## config.mk

```make
export PLATFORM = sky130hd
export DESIGN_NAME = regfile_write_buffer
export DESIGN_NICKNAME = d
export VERILOG_FILES = /design/src/rtl/regfile_write_buffer_pkg.sv /design/src/rtl/regfile_write_buffer_wb_fifo.sv /design/src/rtl/regfile_write_buffer.sv
export SDC_FILE = /design/constraint.sdc
export NUM_CORES = 1
export LEC_CHECK = 0
export CAP_MARGIN = 5
export CORE_UTILIZATION = 50
export DETAILED_ROUTE_END_ITERATION = 10
export GPL_ROUTABILITY_DRIVEN = 1
export PLACE_DENSITY = 0.8
export SLEW_MARGIN = 20
export SYNTH_ARGS = -nofsm -noshare
export SYNTH_HDL_FRONTEND = slang
export SYNTH_SLANG_ARGS = --single-unit
```

## constraint.sdc

```tcl
create_clock -name clock -period 3.71 [get_ports clock]
set_input_delay 1.113 -clock clock [delete_from_list [all_inputs] [get_ports clock]]
set_output_delay 1.113 -clock clock [all_outputs]
set_load 0.03 [all_outputs]
```

## src/rtl/regfile_write_buffer_pkg.sv

```systemverilog
// Shared definitions for the register-file write buffer: FSM state encoding and widths.
package regfile_write_buffer_pkg;

    localparam int REG_ADDR_W = 5;
    localparam int REG_DATA_W = 32;
    localparam int WCOUNT_MAX = 255;

    typedef enum logic [1:0] {
        ST_IDLE  = 2'd0,
        ST_FILL  = 2'd1,
        ST_DRAIN = 2'd2,
        ST_DONE  = 2'd3
    } wb_state_e;

endpackage

```

## src/rtl/regfile_write_buffer_wb_fifo.sv

```systemverilog
// Small power-of-two FIFO holding {regnum, data} entries for the write buffer.
module wb_fifo #(
    parameter int DEPTH = 4,
    parameter int WIDTH = 37
) (
    input  logic             clock,
    input  logic             reset,
    input  logic             push,
    input  logic             pop,
    input  logic [WIDTH-1:0] wdata,
    output logic [WIDTH-1:0] rdata,
    output logic             full,
    output logic             empty
);

    localparam int PTR_W = $clog2(DEPTH);

    logic [WIDTH-1:0] mem_q [DEPTH];
    logic [PTR_W-1:0] wr_ptr_q, wr_ptr_d;
    logic [PTR_W-1:0] rd_ptr_q, rd_ptr_d;
    logic [PTR_W:0]   count_q, count_d;

    assign full  = (count_q == (PTR_W+1)'(DEPTH));
    assign empty = (count_q == '0);
    assign rdata = mem_q[rd_ptr_q];

    // Pointers wrap naturally because DEPTH is a power of two.
    always_comb begin
        wr_ptr_d = wr_ptr_q;
        rd_ptr_d = rd_ptr_q;
        count_d  = count_q;
        if (push) wr_ptr_d = wr_ptr_q + PTR_W'(1);
        if (pop)  rd_ptr_d = rd_ptr_q + PTR_W'(1);
        if (push && !pop)      count_d = count_q + (PTR_W+1)'(1);
        else if (pop && !push) count_d = count_q - (PTR_W+1)'(1);
    end

    always_ff @(posedge clock or negedge reset) begin
        if (!reset) begin
            wr_ptr_q <= '0;
            rd_ptr_q <= '0;
            count_q  <= '0;
        end else begin
            wr_ptr_q <= wr_ptr_d;
            rd_ptr_q <= rd_ptr_d;
            count_q  <= count_d;
        end
    end

    always_ff @(posedge clock) begin
        if (push) mem_q[wr_ptr_q] <= wdata;
    end

endmodule

```

## src/rtl/regfile_write_buffer.sv

```systemverilog
// Buffers the register-sequence writer's (regnum, data) stream and drains it onto the shared
// register-file write port. Optional macro REGFILE_ZERO_FILTER_EN drops register-0 writes.
module regfile_write_buffer
    import regfile_write_buffer_pkg::*;
#(
    parameter int DEPTH  = 4,
    parameter int DATA_W = REG_DATA_W,
    parameter int ADDR_W = REG_ADDR_W
) (
    input  logic              clock,
    input  logic              reset,
    input  logic              in_valid,
    input  logic [ADDR_W-1:0] in_regnum,
    input  logic [DATA_W-1:0] in_data,
    output logic              in_ready,
    input  logic              seq_done,
    input  logic              port_busy,
    output logic              rf_we,
    output logic [ADDR_W-1:0] rf_addr,
    output logic [DATA_W-1:0] rf_wdata,
    output logic [7:0]        write_count,
    output logic              batch_done,
    output logic [1:0]        dbg_state
);

    localparam int EW = ADDR_W + DATA_W;

    // Handshake: an entry transfers at a rising edge where in_valid and in_ready are both high;
    // upstream holds in_regnum/in_data stable while in_valid is high and in_ready is low.
    logic          fifo_full, fifo_empty;
    logic          push_acc, store, pop;
    logic [EW-1:0] head;

    wb_state_e         state_q, state_d;
    logic              rf_we_q, rf_we_d;
    logic [ADDR_W-1:0] rf_addr_q, rf_addr_d;
    logic [DATA_W-1:0] rf_wdata_q, rf_wdata_d;
    logic [7:0]        write_count_q, write_count_d;
    logic              batch_done_q, batch_done_d;

    assign in_ready = ~fifo_full;
    assign push_acc = in_valid & ~fifo_full;
`ifdef REGFILE_ZERO_FILTER_EN
    assign store = push_acc & (in_regnum != '0);
`else
    assign store = push_acc;
`endif
    assign pop = ((state_q == ST_FILL) || (state_q == ST_DRAIN)) & ~fifo_empty & ~port_busy;

    wb_fifo #(.DEPTH(DEPTH), .WIDTH(EW)) u_fifo (
        .clock (clock),
        .reset (reset),
        .push  (store),
        .pop   (pop),
        .wdata ({in_regnum, in_data}),
        .rdata (head),
        .full  (fifo_full),
        .empty (fifo_empty)
    );

    always_comb begin
        state_d       = state_q;
        rf_we_d       = pop;
        rf_addr_d     = rf_addr_q;
        rf_wdata_d    = rf_wdata_q;
        write_count_d = write_count_q;
        if (pop) begin
            {rf_addr_d, rf_wdata_d} = head;
            if (write_count_q != 8'(WCOUNT_MAX)) write_count_d = write_count_q + 8'd1;
        end
        case (state_q)
            ST_IDLE, ST_DONE: if (push_acc) begin
                state_d       = ST_FILL;
                write_count_d = '0;
            end
            ST_FILL:  if (seq_done) state_d = ST_DRAIN;
            // A push landing in an empty FIFO keeps the batch open until it drains.
            ST_DRAIN: if (fifo_empty && !store) state_d = ST_DONE;
            default:  state_d = ST_IDLE;
        endcase
        batch_done_d = (state_d == ST_DONE);
    end

    always_ff @(posedge clock or negedge reset) begin
        if (!reset) begin
            state_q       <= ST_IDLE;
            rf_we_q       <= 1'b0;
            rf_addr_q     <= '0;
            rf_wdata_q    <= '0;
            write_count_q <= '0;
            batch_done_q  <= 1'b0;
        end else begin
            state_q       <= state_d;
            rf_we_q       <= rf_we_d;
            rf_addr_q     <= rf_addr_d;
            rf_wdata_q    <= rf_wdata_d;
            write_count_q <= write_count_d;
            batch_done_q  <= batch_done_d;
        end
    end

    assign rf_we       = rf_we_q;
    assign rf_addr     = rf_addr_q;
    assign rf_wdata    = rf_wdata_q;
    assign write_count = write_count_q;
    assign batch_done  = batch_done_q;
    assign dbg_state   = state_q;

endmodule

```

# Yosys cells after proc, flatten, opt, wreduce, memory -nomap -nowiden
# Memory sizes are Yosys's and may differ from the RTL's. A register that Yosys moved wholly into a read port is not among the register bits.
# Index checks and enable logic that the tools add are counted.
[classes] addsub=5 n_eq_ne=6 n_mux=12 bitwise_logic=6 n_reduce_logical=11
[ops] op="2-to-1 mux 8 bit" count=4
[ops] op="adder 8 x 1 -> 8 bit, second input constant" count=1
[ops] op="inequality test 8 bit, second input constant" count=1
[ops] op="equality test 2 bit, second input constant" count=3
[ops] op="2-to-1 mux 2 bit" count=3
[ops] op="2-to-1 mux 3 bit" count=2
[ops] op="one-hot mux 2 bit (3 select lines)" count=1
[ops] op="adder 2 x 1 -> 2 bit, second input constant" count=2
[ops] op="adder 3 x 1 -> 3 bit, second input constant" count=1
[ops] op="bitwise AND 1 bit" count=3
[ops] op="equality test 3 bit, second input constant" count=1
[ops] op="logical AND 1 bit" count=3
[ops] op="logical NOT 1 bit" count=3
[ops] op="logical NOT 3 bit" count=1
[ops] op="inverter 1 bit" count=3
[ops] op="subtractor 3 x 1 -> 3 bit, second input constant" count=1
[ops] op="equality test 2 x 1 -> 1 bit, second input constant" count=1
[ops] op="logical NOT 2 bit" count=1
[ops] op="2-to-1 mux 1 bit" count=2
[ops] op="nonzero test 2 bit" count=1
[ops] op="OR reduction 2 bit" count=1
[ops] op="logical OR 1 bit" count=1
[word_totals] ff_bits=19 ramBits=148 in_bits=42 output_inout_bits=50 wordCells=48 memories=1
[mem_list] name="u_fifo.mem_q" words=4 word_bits=37 rd=1 rd_clocked_by_memory_dff=1 write_ports=1 line_no="regfile_write_buffer_wb_fifo.sv:18" rtl="logic [WIDTH-1:0] mem_q [DEPTH];"

# Logic depth before layout (Yosys ltp)
[depth] ltp_word=8 mapped_depth=12 depth_no_buf=11

# Modules after synthesis
# Synthesis repeated with hierarchy kept, for this count alone.
[unflattened] cells_unflattened=455 hier_area_um2=7810.0
[by_module_without_submodules] mod="wb_fifo" instances=1 cells_each=227 area_each_um2=5724.2 seq_area_each_um2=4619.4
[by_module_without_submodules] mod="regfile_write_buffer" instances=1 cells_each=228 area_each_um2=2085.8 seq_area_each_um2=1226.2

# Worst setup path before layout
# No wires, ideal clock.
[synth_path] kind="input to register" from="in port_busy" to="reg u_fifo.count_q[1]" setup_ns=0.125 arrival_ns=2.653 required_ns=3.585 setup_slack_ns=0.933 path_stages=8 path_buffers=1 path_cell_list="or2_1 -> nor2_2 -> inv_2 -> clkbuf_1 -> ha_1 -> inv_1 -> fa_1 -> mux2_2"
[synth_between] elab_chain_cells=5 elab_cells_between_ends=7 cone_classes="mux: 1; bitwise: 2; reduce/logical: 4"
[synth_rtl] element="start: declaration" line_no="regfile_write_buffer.sv:17" rtl="input logic port_busy,"
[synth_rtl] element="inverter 1 bit" line_no="regfile_write_buffer.sv:48" rtl="assign pop = ((state_q == ST_FILL) || (state_q == ST_DRAIN)) & ~fifo_empty & ~port_busy;"
[synth_rtl] element="bitwise AND 1 bit" line_no="regfile_write_buffer.sv:48"
[synth_rtl] element="logical NOT 1 bit" line_no="regfile_write_buffer_wb_fifo.sv:34" rtl="if (push && !pop) count_d = count_q + (PTR_W+1)'(1);"
[synth_rtl] element="logical AND 1 bit" line_no="regfile_write_buffer_wb_fifo.sv:34"
[synth_rtl] element="2-to-1 mux 3 bit" line_no="regfile_write_buffer_wb_fifo.sv:34"
[synth_rtl] element="named net u_fifo.count_d[1]" line_no="regfile_write_buffer_wb_fifo.sv:21" rtl="logic [PTR_W:0] count_q, count_d;"
[synth_rtl] element="end signal: assignment" line_no="regfile_write_buffer_wb_fifo.sv:46" rtl="count_q <= count_d;"
[synth_rtl] element="end: declaration" line_no="regfile_write_buffer_wb_fifo.sv:21"
# The timed path passes the listed nets, and every way through them passes these cells.
# A chain may end at the register's enable or synchronous reset.

# Worst setup path after layout
[layout_path] from="reg u_fifo.count_q[0]" to="out in_ready"
[layout_between] elab_chain_cells=2
[layout_rtl] element="equality test 3 bit" line_no="regfile_write_buffer_wb_fifo.sv:23" rtl="assign full = (count_q == (PTR_W+1)'(DEPTH));"
[layout_rtl] element="inverter 1 bit" line_no="regfile_write_buffer.sv:41" rtl="assign in_ready = ~fifo_full;"
[layout_rtl] element="end: declaration" line_no="regfile_write_buffer.sv:15" rtl="output logic in_ready,"
# No other way between the ends.

==> results_dict.tcl <==
set metrics [dict create \
    endpoint_kind "output port" \
    p_leak_nw 3.63 \
    arrival_ps 2060 \
    outcome "complete, no violations" \
    worstPathRequired_ps 2600 \
    overflow 0 \
    slowest_stage "clkdlybuf4s50_1" \
    post-route-period-util_pct 85.6 \
    max_freq_mhz 315 \
    syn_inst 453 \
    final_common_cell "edfxtp_1" \
    hold_violations 0 \
    powerDensity_nw_per_um2 856 \
    start_util_pct 51.1 \
    synth-seq-cells 204 \
    post_cts_resized 0 \
    synth_enable_flop_cells 148 \
    syn_avg_cell_area_um2 17.2 \
    routed-via-count 4216 \
    die_w_um 127 \
    syn_area_um2 7770 \
    dpl_worst_slack_ps 491 \
    worst_pin_slew_ps 1020 \
    p_switching_w 0.00272 \
    max-cap-violations 0 \
    grt_first_pass_wirelength_mm 24.6 \
    synthFlopType "edfxtp_1" \
    grt_start_max_net_pins 40 \
    cp_max_fo 7 \
    drt-total-wl_mm 15.3 \
    detail_route.wl_per_cell_um 20.0 \
    io_pins 92 \
    cts_htree_levels 1 \
    cts_num_sinks 204 \
    finalMaxSlewViolations 0 \
    async_flop_share_pct 27.5 \
    cts_setup_buffers 0 \
    clk_pin_slew_ps 60 \
    dp_hpwl_mm 9.49 \
    relSlewSlack_pct 32.2 \
    viasPerCell 5.52 \
    sw_frac_of_total_pct 33.0 \
    dieArea_um2 16100 \
    final_layout_size_suffix_gt1_share_pct 16.7 \
    fin_worst_skew_ps 8.51 \
    synthDistinctLibCells 41 \
    power_frac_comb_pct 32.6 \
    fin_setup_tns_ps 0 \
    timing.final.ws_setup_ps 535 \
    power.clock.fraction_pct 25.3 \
    io_buffers 91 \
    period_minus_slack_ps 3170 \
    worst-setup-path-type "reg2out" \
    crit_chain "or3b_1, clkdlybuf4s50_1" \
    area_growth_pct 23.9 \
    postCtsHoldBufs 0 \
    synth_nets 505 \
    dpl_cell_area_um2 8930 \
    layout_common_cells "148 x edfxtp_1, 115 x nand2_1, 90 x clkdlybuf4s50_1" \
    synth_warnings 0 \
    firstDrtPassIters 4 \
    yosysSeqAreaShare_pct 75.2 \
    grt_pass1_vias 4601 \
    dp_cells 726 \
    cts_tree "built" \
    drtAntennaViolNets 0 \
    worstSetupStartpointType "flip-flop" \
    clockRootBuffer "clkbuf_16" \
    vdd.ir_drop.worst_v 0.000407 \
    numCtsBuffers 21 \
    dieHeight_um 127 \
    worstPathBufferInverterCount 1 \
    p_seq_share_pct 42.0 \
    critPathTopFamily "buffers and inverters" \
    rsz0062_at_grt "false" \
    place_congestion 0.842 \
    nNetsFinal 613 \
    drc 0 \
    hold_class "reg2reg" \
    diodes 0 \
    fin_area_um2 9630 \
    max_stage_delay_ps 640 \
    layout.cells.non_filler 764 \
    intPower_w 0.00552 \
    finalSetupViolations 0 \
    grt_use_total_pct 20.2 \
    worstSkewPairLatency_ps 490 \
    antenna_found_initial 0 \
    core_area_um2 15200 \
    drt_iter0_markers 285 \
    clk_path_buf_depth 3 \
    num_rows 45 \
]
metal layers:
layer,vias up,part of all wire [%],track usage [%]
li1,1891,-,-
met1,2171,42,26.4
met2,131,51,35.3
met3,23,5.3,3.63
met4,0,1.7,4.97
met5,-,0,0
tightest hold or removal path, cell delays in order (launching register included):
cell	delay, ps
dfrtp_1	340
nand2_1	50
nand2_1	50
power groups by stage:
stage	clock network (W)	registers [W]	logic, W
after floorplan	0	0.00375	0.00144
after global placement	0	0.00345	0.00263
after detailed placement	0	0.00351	0.00269
after CTS	0.00213	0.00347	0.00273
after global routing	0.00221	0.00353	0.00292
final	0.00209	0.00346	0.00269
synth_stat cells (5+ instances only):
cell type	n	area share [%]
and3_1	6	0.48
mux4_2	37	11
clkbuf_1	8	0.39
nor2_1	7	0.34
buf_2	7	0.45
a21oi_1	5	0.32
nand2_1	115	5.6
xor2_1	5	0.56
dfrtp_1	56	18
edfxtp_1	148	57
inv_1	6	0.29
ha_1	9	1.4
final timing paths:
| check | from | to | slack [ps] | cells after the start |
|---|---|---|---|---|
| min | rf_wdata[5] | rf_wdata[5] | 470 | 2 |
| min in group asynchronous | reset | rf_wdata[5] | 730 | 1 |
| max | u_fifo.count_q[0] | in_ready | 540 | 2 |
| min reg2reg | rf_wdata[5] | rf_wdata[5] | 470 | 2 |
| max in group asynchronous | reset | rf_wdata[16] | 2110 | 2 |
| max reg2reg | dbg_state[1] | u_fifo.count_q[2] | 1220 | 10 |
kinds of logic (layout without fill, tap and decap cells):
kind of cell             count (synthesis)  count (layout)  share of synthesized area [%]
AND/OR/NAND/NOR                        149             149                           8.18
multiplexers                            40              40                           11.1
XOR/XNOR                                 9               9                           1.01
flip-flops                             204             204                           75.2
buffers and inverters                   26             149                           1.51
AO/OA/AOI/OAI                           15              15                           1.27
adder cells (fa/ha/maj)                 10              10                           1.71
sequential cells by signal (all words and copies together) (netlist names):
signal,flops
batch_done,1
dbg_state,2
rf_addr,5
rf_wdata,32
rf_we,1
u_fifo.count_q,3
u_fifo.mem_q,148
u_fifo.rd_ptr_q,2
u_fifo.wr_ptr_q,2
write_count,8
area by class of cell:
cell class	instances	area, um2
clock inverters	9	98.8
repair buffers	104	1000
fillers	1076	5570
well taps	188	235
multi-input cells	223	1820
flip-flops and latches	204	5850
clock buffers	29	596
inverters	7	26.3
through the flow:
stage / total power [W] / util (%) / hold WS [ps]
finish: 0.00824 / 63.3 / 472
global route: 0.00865 / 63.3 / 496
CTS: 0.00833 / 63.3 / 478
detailed placement: 0.00620 / 58.8 / 462
global placement: 0.00608 / 58.8 / 459
floorplan: 0.00519 / - / 468
Note: power is estimated with default switching activity, not from simulation.
